## src/rtl/execute_muldiv.sv

```systemverilog
// execute_muldiv: multi-cycle multiply/divide unit that sits beside the single-cycle ALU.
//   It computes MUL (low half), MULH (high half), DIV (quotient) and REM (remainder),
//   on either unsigned or two's-complement operands. Each operation takes WIDTH iterations.
// Ports:
//   i_clk, i_rst            clock, synchronous active-high reset
//   i_start                 decoded mul/div instruction present in EX
//   i_nop, i_halt_sig       EX holds a bubble / halt; start is ignored
//   i_flush                 kill any in-flight operation
//   i_op                    00 MUL, 01 MULH, 10 DIV, 11 REM
//   i_sign                  1 = two's-complement operands
//   i_rs_data, i_rt_data    register-file operands
//   i_exdm_rd_data          EX/DM forwarding value
//   i_dmwb_rd_data          DM/WB forwarding value
//   i_a_sel, i_b_sel        01 = EX/DM, 10 = DM/WB, otherwise the register operand
//   o_stall                 hold IF/ID/EX while an operation is pending
//   o_result_valid          one-cycle pulse when o_result is fresh
//   o_result                selected result, held until the next completed operation
//   o_div_zero              the current result came from a divide-by-zero
module execute_muldiv #(
  parameter int unsigned WIDTH = 16
) (
  input  logic             i_clk,
  input  logic             i_rst,
  input  logic             i_start,
  input  logic             i_nop,
  input  logic             i_halt_sig,
  input  logic             i_flush,
  input  logic [1:0]       i_op,
  input  logic             i_sign,
  input  logic [WIDTH-1:0] i_rs_data,
  input  logic [WIDTH-1:0] i_rt_data,
  input  logic [WIDTH-1:0] i_exdm_rd_data,
  input  logic [WIDTH-1:0] i_dmwb_rd_data,
  input  logic [1:0]       i_a_sel,
  input  logic [1:0]       i_b_sel,
  output logic             o_stall,
  output logic             o_result_valid,
  output logic [WIDTH-1:0] o_result,
  output logic             o_div_zero
);

  localparam int unsigned CW = $clog2(WIDTH);

  localparam logic [1:0] OpMul  = 2'b00;
  localparam logic [1:0] OpMulh = 2'b01;
  localparam logic [1:0] OpDiv  = 2'b10;
  localparam logic [1:0] OpRem  = 2'b11;

  typedef enum logic [1:0] {StIdle, StRun, StDone} state_e;

  state_e r_state;
  state_e w_state_nxt;

  // Operation context captured at accept
  logic [1:0]       r_op;
  logic             r_neg_q;   // negate product / quotient
  logic             r_neg_r;   // negate remainder (dividend sign)
  logic             r_dz;      // divisor was zero
  logic [WIDTH-1:0] r_a_raw;   // unmodified A, returned by REM on divide-by-zero
  logic [WIDTH-1:0] r_b;       // |B|
  logic [CW-1:0]    r_cnt;

  // Shared iteration registers: multiply {hi,lo} = partial product / multiplier,
  // divide hi = partial remainder, lo = dividend shifting out / quotient shifting in.
  logic [WIDTH-1:0] r_hi;
  logic [WIDTH-1:0] r_lo;

  logic [WIDTH-1:0] r_result;
  logic             r_div_zero;

  logic             w_accept;
  logic             w_last;
  logic [WIDTH-1:0] w_a;
  logic [WIDTH-1:0] w_b;
  logic             w_a_neg;
  logic             w_b_neg;
  logic [WIDTH-1:0] w_a_mag;
  logic [WIDTH-1:0] w_b_mag;

  logic [WIDTH:0]     w_mul_sum;
  logic [WIDTH:0]     w_div_shift;
  logic [WIDTH:0]     w_div_diff;
  logic               w_qbit;
  logic [WIDTH-1:0]   w_hi_nxt;
  logic [WIDTH-1:0]   w_lo_nxt;
  logic [2*WIDTH-1:0] w_prod;
  logic [2*WIDTH-1:0] w_prod_s;
  logic [WIDTH-1:0]   w_quot;
  logic [WIDTH-1:0]   w_rem;
  logic [WIDTH-1:0]   w_final;

  // Operand forwarding muxes
  always_comb begin
    unique case (i_a_sel)
      2'b01:   w_a = i_exdm_rd_data;
      2'b10:   w_a = i_dmwb_rd_data;
      default: w_a = i_rs_data;
    endcase
    unique case (i_b_sel)
      2'b01:   w_b = i_exdm_rd_data;
      2'b10:   w_b = i_dmwb_rd_data;
      default: w_b = i_rt_data;
    endcase
  end

  assign w_a_neg = i_sign & w_a[WIDTH-1];
  assign w_b_neg = i_sign & w_b[WIDTH-1];
  assign w_a_mag = w_a_neg ? -w_a : w_a;
  assign w_b_mag = w_b_neg ? -w_b : w_b;

  assign w_accept = i_start & ~i_nop & ~i_halt_sig & ~i_flush &
                    ((r_state == StIdle) | (r_state == StDone));
  assign w_last   = (r_cnt == CW'(WIDTH - 1));

  // One iteration of shift-add multiply or restoring divide
  assign w_mul_sum   = {1'b0, r_hi} + (r_lo[0] ? {1'b0, r_b} : '0);
  assign w_div_shift = {r_hi, r_lo[WIDTH-1]};
  assign w_div_diff  = w_div_shift - {1'b0, r_b};
  assign w_qbit      = ~w_div_diff[WIDTH];

  always_comb begin
    if (r_op[1]) begin
      w_hi_nxt = w_qbit ? w_div_diff[WIDTH-1:0] : w_div_shift[WIDTH-1:0];
      w_lo_nxt = {r_lo[WIDTH-2:0], w_qbit};
    end else begin
      w_hi_nxt = w_mul_sum[WIDTH:1];
      w_lo_nxt = {w_mul_sum[0], r_lo[WIDTH-1:1]};
    end
  end

  // Sign fix-up on the last iteration's values. Signed MIN / -1 falls out naturally:
  // |MIN| / 1 = MIN, and negating MIN wraps back to MIN with remainder 0.
  assign w_prod   = {w_hi_nxt, w_lo_nxt};
  assign w_prod_s = r_neg_q ? -w_prod : w_prod;
  assign w_quot   = r_neg_q ? -w_lo_nxt : w_lo_nxt;
  assign w_rem    = r_neg_r ? -w_hi_nxt : w_hi_nxt;

  always_comb begin
    unique case (r_op)
      OpMul:   w_final = w_prod_s[WIDTH-1:0];
      OpMulh:  w_final = w_prod_s[2*WIDTH-1:WIDTH];
      OpDiv:   w_final = r_dz ? '1 : w_quot;
      OpRem:   w_final = r_dz ? r_a_raw : w_rem;
      default: w_final = '0;
    endcase
  end

  // FSM: state register
  always_ff @(posedge i_clk) begin
    if (i_rst) begin
      r_state <= StIdle;
    end else begin
      r_state <= w_state_nxt;
    end
  end

  // FSM: next state
  always_comb begin
    w_state_nxt = r_state;
    if (i_flush) begin
      w_state_nxt = StIdle;
    end else begin
      unique case (r_state)
        StIdle:  if (w_accept) w_state_nxt = StRun;
        StRun:   if (w_last) w_state_nxt = StDone;
        StDone:  w_state_nxt = w_accept ? StRun : StIdle;
        default: w_state_nxt = StIdle;
      endcase
    end
  end

  // FSM: outputs
  always_comb begin
    o_stall        = w_accept | (r_state == StRun);
    o_result_valid = (r_state == StDone);
  end

  // Datapath
  always_ff @(posedge i_clk) begin
    if (i_rst) begin
      r_op       <= OpMul;
      r_neg_q    <= 1'b0;
      r_neg_r    <= 1'b0;
      r_dz       <= 1'b0;
      r_a_raw    <= '0;
      r_b        <= '0;
      r_hi       <= '0;
      r_lo       <= '0;
      r_cnt      <= '0;
      r_result   <= '0;
      r_div_zero <= 1'b0;
    end else if (w_accept) begin
      r_op    <= i_op;
      r_neg_q <= w_a_neg ^ w_b_neg;
      r_neg_r <= w_a_neg;
      r_dz    <= (w_b == '0);
      r_a_raw <= w_a;
      r_b     <= w_b_mag;
      r_hi    <= '0;
      r_lo    <= w_a_mag;
      r_cnt   <= '0;
    end else if ((r_state == StRun) && !i_flush) begin
      r_hi  <= w_hi_nxt;
      r_lo  <= w_lo_nxt;
      r_cnt <= r_cnt + CW'(1);
      if (w_last) begin
        r_result   <= w_final;
        r_div_zero <= r_dz & r_op[1];
      end
    end
  end

  assign o_result   = r_result;
  assign o_div_zero = r_div_zero;

endmodule

```

## config.mk

```make
export PLATFORM = sky130hd
export DESIGN_NAME = execute_muldiv
export DESIGN_NICKNAME = d
export VERILOG_FILES = /design/src/rtl/execute_muldiv.sv
export SDC_FILE = /design/constraint.sdc
export NUM_CORES = 1
export LEC_CHECK = 0
export ABC_AREA = 1
export CORE_MARGIN = 1.5
export CORE_UTILIZATION = 50
export DETAILED_ROUTE_END_ITERATION = 8
export GPL_ROUTABILITY_DRIVEN = 0
export GPL_TIMING_DRIVEN = 0
export PLACE_DENSITY = 0.69
export SLEW_MARGIN = 0
export SYNTH_ARGS = -nofsm -noshare
export SYNTH_HDL_FRONTEND = slang
export SYNTH_SLANG_ARGS = --single-unit
```

## constraint.sdc

```tcl
create_clock -name i_clk -period 6.3 [get_ports i_clk]
set_input_delay 1.89 -clock i_clk [delete_from_list [all_inputs] [get_ports i_clk]]
set_output_delay 1.89 -clock i_clk [all_outputs]
set_load 0.01 [all_outputs]
```

==> key figures, run 1 <==
Logic synthesis
  • Area share of the leading cell type in the synthesized netlist: 19.4%
  • Syn Nets: 1695
  • Yosys Warn Count: 0
  • Area contributors post-synth: sky130_fd_sc_hd__dfxtp_1 (19%), sky130_fd_sc_hd__nand2_1 (17%), sky130_fd_sc_hd__inv_1 (9.2%), sky130_fd_sc_hd__nand3_1 (7.1%), sky130_fd_sc_hd__o21ai_0 (6.8%)
  • Number of cells produced by synthesis: approximately 1600
  • Proportion of synthesized chip area in sequential cells: 19.4%
  • EDFF count, synth: 0
  • Share of async-settable or async-resettable flops after synthesis: 0%
  • Average footprint of a synthesized cell: around 6.0 um^2
  • Synth cell types: 57
  • Flip-flop cell with the highest count after synthesis: sky130_fd_sc_hd__dfxtp_1
  • Commonest cells in the synthesized netlist: sky130_fd_sc_hd__nand2_1 (418), sky130_fd_sc_hd__inv_1 (231), sky130_fd_sc_hd__nand3_1 (135)
  • Flop and latch count out of synthesis: 92
  • Leading cell type by number of instances after synthesis: sky130_fd_sc_hd__nand2_1
  • Library cell occupying the most area in the post-synthesis netlist: sky130_fd_sc_hd__dfxtp_1
  • Post-synthesis instance area: approximately 9500 um^2

Critical path
  • FF-to-FF Start: r_lo[15]$_SDFFE_PP0P_
  • Biggest cell delay along the critical path: ~540 ps
  • CP Capture Type: primary output
  • Crit path launch type: input pin
  • CP Data Arrival Time: approximately 3400 ps
  • Launch point of the critical path: i_flush
  • Maximum fanout along the worst path: 7
  • Required time of the critical path: roughly 4400 ps
  • Critical path start-end classification: input pin to primary output
  • List of cells traversed by the critical path: clkdlybuf4s50_1 > inv_1 > and3_1 > inv_1 > nand2_1 > clkdlybuf4s50_1
  • R2R depth: 26
  • R2R Path End: o_result[2]$_SDFFE_PP0P_
  • Master of the slowest instance on the critical path: sky130_fd_sc_hd__clkdlybuf4s50_1
  • R2R Setup Slk: around 1700 ps

Route
  • Pre-antenna DRT Iters: 6
  • Post-DR wirelength/cell: ~17 um
  • Number of DRC violations after detailed routing: 0
  • Number of design-rule violations left by the first detailed-router iteration: about 1000
  • Total routed wirelength: 33400 um
  • Ratio of routed vias to standard cells: 5.74
  • Routed vias: 11000
  • Number of nets with antenna violations after routing: 0

Cells and area
  • Final core utilization: around three fifths
  • Area of the multi-input gates: ~6400 um^2
  • Filler cell count in the final layout: approximately 1900
  • Diode insertion count for antenna repair: 0
  • Layout cells sized above 1: 9.02%
  • Area delta synth->final: 16.2%
  • Sequential Area: between 1500 and 2000 um^2
  • Final net count: 1800

Clocking
  • Max Root-Sink Buffers: 2
  • Total of cells resized after clock tree synthesis: 0
  • CTS Hold Bufs: 0
  • Insertion delay of the later-clocked pin in the worst-skew pair: roughly 360 ps
  • Number of levels in the clock H-tree: 3
  • Total clock sinks: a little over 90
  • Clock transition time at the flip-flop clock pins of the worst setup and hold paths: around 80 ps
  • Clock tree from TritonCTS: built
  • Setup fix buffers added after clock tree synthesis: 0
  • Clock buffers created by TritonCTS: 9
  • CTS Root Buffer Type: sky130_fd_sc_hd__clkbuf_16

STA
  • Relative max-transition margin: between 40% and 50%
  • Number of endpoints with negative hold slack in the final report: 0
  • Final-report setup violation count: 0
  • Total negative slack for setup checks: 0 ps
  • Pins over their slew limit: 0
  • Maximum clock rate: between 150 and 200 MHz
  • Setup Skew: 13.5 ps
  • Slew @ Worst Pin: 820 ps
  • Min Hold Slack: between 400 and 500 ps
  • Unrepaired setup endpoints after global routing: false
  • Post-route minimum period: 5320 ps
  • Period utilization: 84.5%

Power and ir drop
  • Power per standard cell area: between 150 and 200 nW/um^2
  • Power consumption: between 0.0015 and 0.002 W
  • Largest voltage drop on the vdd net: around 0.13 mV
  • Leakage power summed over all cells: between 5 and 6 nW

Worst hold path
  • Worst Hold End: o_div_zero$_SDFFE_PP0P_
  • Number of cells on the worst hold path: 2
  • Hold crit path type: flip-flop to flip-flop
  • Startpoint of the lowest-slack hold path: o_div_zero$_SDFFE_PP0P_

Floorplan
  • Ports: 96
  • Number of placement rows: 50
  • Core ar.: 18600 um^2
  • Total Die Area: a little under 20000 um^2
  • Starting density of the core: 50.8%
  • Die W: between 100 and 150 um
  • Overall die height: around 140 um

Global routing
  • Wire length of the first global-routing pass: ~52000 um
  • Number of antenna violations at the first check in global routing: 0
  • GRT Overall Usage: between 30% and 40%
  • Vias in the first global route: 9993
  • Pin count of the biggest net entering global routing: 19
  • Total gr overflow: 0

Placement
  • HPWL after detailed placement: 27400 um
  • Port Buf Inserts: 94

Outcome
  • Run status: finished clean

Run
  • Max-cap viol count: 0
-- stage by stage --
stage | std cells | worst slack [ps] | area [um^2]
2_1_floorplan | 1575 | 2000 | 9470
5_1_grt | 1919 | 626 | 11000
6_report | 1919 | 976 | 11000
3_5_place_dp | 1903 | 724 | 10700
4_1_cts | 1919 | 970 | 11000
3_3_place_gp | 1903 | 846 | 10700
-- cells by family after synthesis --
| kind of cell | synth area share (%) |
|---|---|
| AO/OA/AOI/OAI | 20.7 |
| XOR/XNOR | 3.05 |
| adder cells (fa/ha/maj) | 5.84 |
| buffers and inverters | 13.0 |
| flip-flops | 19.4 |
| AND/OR/NAND/NOR | 38.0 |
-- layout make-up --
cell class / instances / area share (%)
Timing Repair Buffer: 94 / 8.54
Inverter: 239 / 8.15
Multi-Input combinational cell: 1177 / 58.2
Buffer: 67 / 3.00
Clock buffer: 10 / 2.17
Sequential cell: 92 / 16.7
Tap cell: 234 / 2.66
Clock inverter: 6 / 0.591
-- how the worst max path moves through the flow --
stage,depth (start not counted),to,slack [ps]
global placement,20,r_b[14]$_SDFFE_PP0P_,850
finish,6,o_stall,980
CTS,6,o_stall,970
detailed placement,20,r_b[14]$_SDFFE_PP0P_,720
global route,21,r_b[14]$_SDFFE_PP0P_,630
floorplan,19,r_b[14]$_SDFFE_PP0P_,2000
-- flip-flops by register name, indices dropped and copies added (netlist names), 2 cells and up --
| name | count |
|---|---|
| o_result | 16 |
| r_cnt | 4 |
| r_op | 2 |
| r_b | 16 |
| r_a_raw | 16 |
| r_state | 2 |
| r_lo | 16 |
| r_hi | 16 |
-- worst max-delay path: cells and delay by family --
family	cells	cell delay (ps)
buf+inv	4	1270
simple gates	2	270
-- placed cells by master, fill, tap and decap left out, drive strengths merged, types with 3 or more instances in the layout --
cell type      count
a221o             21
nand2            467
nand3b             7
o21bai             3
nor2              95
o32ai              5
nor3              22
dfxtp             92
xor2              23
clkinv             4
clkbuf            54
o22ai             23
buf               21
or2               12
a31oi             11
o21ai            139
inv              241
nand3            148
a21oi            101
clkdlybuf4s50     94
nand4             13
o211ai            18
ha                41
xnor2             10
-- power by group --
group / internal, W / switching (W) / total [W]
Clock: 0.000292 / 0.000276 / 0.000567
Combinational: 0.000220 / 0.000393 / 0.000613
Sequential: 0.000592 / 0.00000722 / 0.000599
-- per-layer routing --
layer,up-vias,routed length [um],track usage [%]
li1,5370,-,-
met1,5018,14700,44.9
met2,535,14700,53.7
met3,89,2820,5.60
met4,0,1190,14.3
met5,-,0,0
Power figures use the tool's default switching activity.
==> run 2, diff against run 1 <==
PLACE_DENSITY = 0.71   (was 0.69)
clock period = 4.8 ns   (was 6.3 ns; I/O delays follow)
==> run 2 against run 1 <==
  * Total power rose by 30%
  * Sequential share of layout area barely moved
  * Register-to-register slack got worse by 1400 ps
  * Die area did not move
  * Via count fell by 0.23%
  * First-iteration DRC count rose by 6.1%
  * Clock skew barely moved
  * Utilization rose by 0.067 points
  * Setup slack got worse by 770 ps
  * Largest cell class unchanged
  * Largest power group unchanged
==> key figures, run 2 (synthesized netlist as in run 1, its figures left out) <==
Route
  • Routed vias: 11000 (-0.23%)
  • Post-DR wirelength/cell: 17.1 um (-1.9%)
  • Total routed wirelength: 32700 um (-2.0%)
  • Number of design-rule violations left by the first detailed-router iteration: 1108 (+6.1%)
  • Ratio of routed vias to standard cells: 5.73 (-0.12%)
  • Pre-antenna DRT Iters: 6 (unchanged)
  • Number of nets with antenna violations after routing: 0 (unchanged)
  • Number of DRC violations after detailed routing: 0 (unchanged)

Clocking
  • Clock buffers created by TritonCTS: 9 (unchanged)
  • Max Root-Sink Buffers: 2 (unchanged)
  • Number of levels in the clock H-tree: 3 (unchanged)
  • Clock transition time at the flip-flop clock pins of the worst setup and hold paths: 70 ps (about the same)
  • CTS Root Buffer Type: sky130_fd_sc_hd__clkbuf_16
  • Setup fix buffers added after clock tree synthesis: 0 (unchanged)
  • Insertion delay of the later-clocked pin in the worst-skew pair: 370 ps (about the same)
  • Clock tree from TritonCTS: built
  • Total clock sinks: 92 (unchanged)

Critical path
  • CP Capture Type: flip-flop
  • Biggest cell delay along the critical path: 480 ps (-60 ps)
  • Maximum fanout along the worst path: 10 (+3)
  • Crit path launch type: input pin
  • Master of the slowest instance on the critical path: sky130_fd_sc_hd__clkdlybuf4s50_1
  • List of cells traversed by the critical path: clkdlybuf4s50_1 > inv_1 > ha_1 > buf_2 > a21oi_2 > o2bb2ai_4 > ha_2 > nand3_1 > nor3_2 > inv_1 > nor3_2 > inv_1 > nor3_2 > inv_1 > nor3_2 > nand3_2 > nand2_1 > xor2_1 > nand2_1 > o21ai_1
  • Critical path start-end classification: input pin to flip-flop
  • Required time of the critical path: 5090 ps (+680 ps)
  • CP Data Arrival Time: 4880 ps (+1450 ps)

Floorplan
  • Number of placement rows: 50 (unchanged)
  • Core ar.: 18600 um^2 (unchanged)
  • Starting density of the core: 50.8% (unchanged)
  • Overall die height: 141 um (unchanged)
  • Die W: 141 um (unchanged)
  • Total Die Area: 19800 um^2 (unchanged)
  • Ports: 96 (unchanged)

Cells and area
  • Top library cells by usage in the layout, fill and taps aside: sky130_fd_sc_hd__nand2_1 (418), sky130_fd_sc_hd__inv_1 (231), sky130_fd_sc_hd__nand3_1 (134)
  • Cell area after layout: 11000 um^2 (+0.11%)
  • Layout cells sized above 1: 9.33% (+0.31 points)
  • Most common cell after layout, fill and taps aside: sky130_fd_sc_hd__nand2_1
  • Final net count: 1799 (-0.056%)
  • Filler cell count in the final layout: 1874 (-1.3%)
  • Diode insertion count for antenna repair: 0 (unchanged)
  • Area delta synth->final: 16.4%

Global routing
  • Wire length of the first global-routing pass: 52000 um (+0.43%)
  • Total gr overflow: 0 (unchanged)
  • GRT Overall Usage: 33.6% (about the same)
  • Number of antenna violations at the first check in global routing: 0 (unchanged)
  • Vias in the first global route: 10100 (+1.4%)
  • Pin count of the biggest net entering global routing: 18 (-1)

Power and ir drop
  • Power per standard cell area: 210 nW/um^2 (+30%)
  • Largest voltage drop on the vdd net: 0.180 mV (+38%)
  • Leakage power summed over all cells: 5.21 nW (-0.24%)
  • Power consumption: 0.00231 W (+30%)

STA
  • Pins over their slew limit: 0 (unchanged)
  • Total negative slack for setup checks: 0 ps (unchanged)
  • Relative max-transition margin: 47.8% (+3.0 points)
  • Setup Skew: 13.9 ps (+0.423 ps)
  • Post-route minimum period: approximately 4600 ps
  • Unrepaired setup endpoints after global routing: true
  • Number of endpoints with negative hold slack in the final report: 0 (unchanged)
  • Maximum clock rate: roughly 220 MHz
  • Slew @ Worst Pin: 775 ps (-45.1 ps)
  • Final-report setup violation count: 0 (unchanged)
  • Period utilization: between 90 and 100%

Worst hold path
  • Hold crit path type: flip-flop to flip-flop

Run
  • Max-cap viol count: 0 (unchanged)

Placement
  • Port Buf Inserts: 94 (unchanged)
  • Placed instance area: 10700 um^2 (unchanged)
  • HPWL after detailed placement: 26700 um (-2.7%)

Outcome
  • Run status: finished clean
## run 2: cell type report
cell class              count  area (um^2)  area share, %
clock buffers               9          225           2.04
well taps                 234          293           2.66
inverters                 239          897           8.14
repair buffers             94          941           8.53
clock inverters             6         55.1          0.499
plain buffers              66          333           3.02
flip-flops and latches     92         1840           16.7
multi-input cells        1177         6440           58.4
## run 2: timing repair
| action | CTS | global route |
|---|---|---|
| endpoints found under the setup margin | 0 | 4 |
| endpoints found under the hold margin | 0 | 0 |
| gates resized for setup | 0 | 16 |
| hold buffers | 0 | 0 |
## run 2: path summary, 6_finish.rpt
| check | startpoint | endpoint | slack, ps | depth (start not counted) |
|---|---|---|---|---|
| max | i_b_sel[0] | r_b[14]$_SDFFE_PP0P_ | 210 | 20 |
| min | o_result[8]$_SDFFE_PP0P_ | o_result[8]$_SDFFE_PP0P_ | 470 | 2 |
| max reg2reg | r_lo[15]$_SDFFE_PP0P_ | o_result[2]$_SDFFE_PP0P_ | 340 | 26 |
| min reg2reg | o_result[8]$_SDFFE_PP0P_ | o_result[8]$_SDFFE_PP0P_ | 470 | 2 |
## run 2: worst max-delay path: cells and delay by family
kind | cells | cell delay [ps]
XOR/XNOR | 1 | 170
buffers and inverters | 6 | 980
adder cells (fa/ha/maj) | 2 | 540
AO/OA/AOI/OAI | 3 | 430
AND/OR/NAND/NOR | 8 | 1320
## run 2: through the flow
stage               setup WS [ps]  utilization (%)  hold WS (ps)  std cells
finish                        209             59.1           468       1917
global placement             -202             57.4           448       1903
detailed placement           -268             57.4           459       1903
floorplan                     947                -           429       1575
CTS                          87.0             58.9           470       1918
global route                 -143             59.1           487       1917
## run 2: where the power goes
group          internal (W)  switching (W)
Combinational      0.000292       0.000515
Clock              0.000359       0.000361
Sequential         0.000776     0.00000929
## run 2: layer usage
layer	vias to the layer above	global-route usage, %	wire length (um)
met3	95	4.86	3080
li1	5381	-	-
met1	4928	45.4	14200
met2	583	52.9	14200
met5	-	0	0
met4	0	15.6	1270
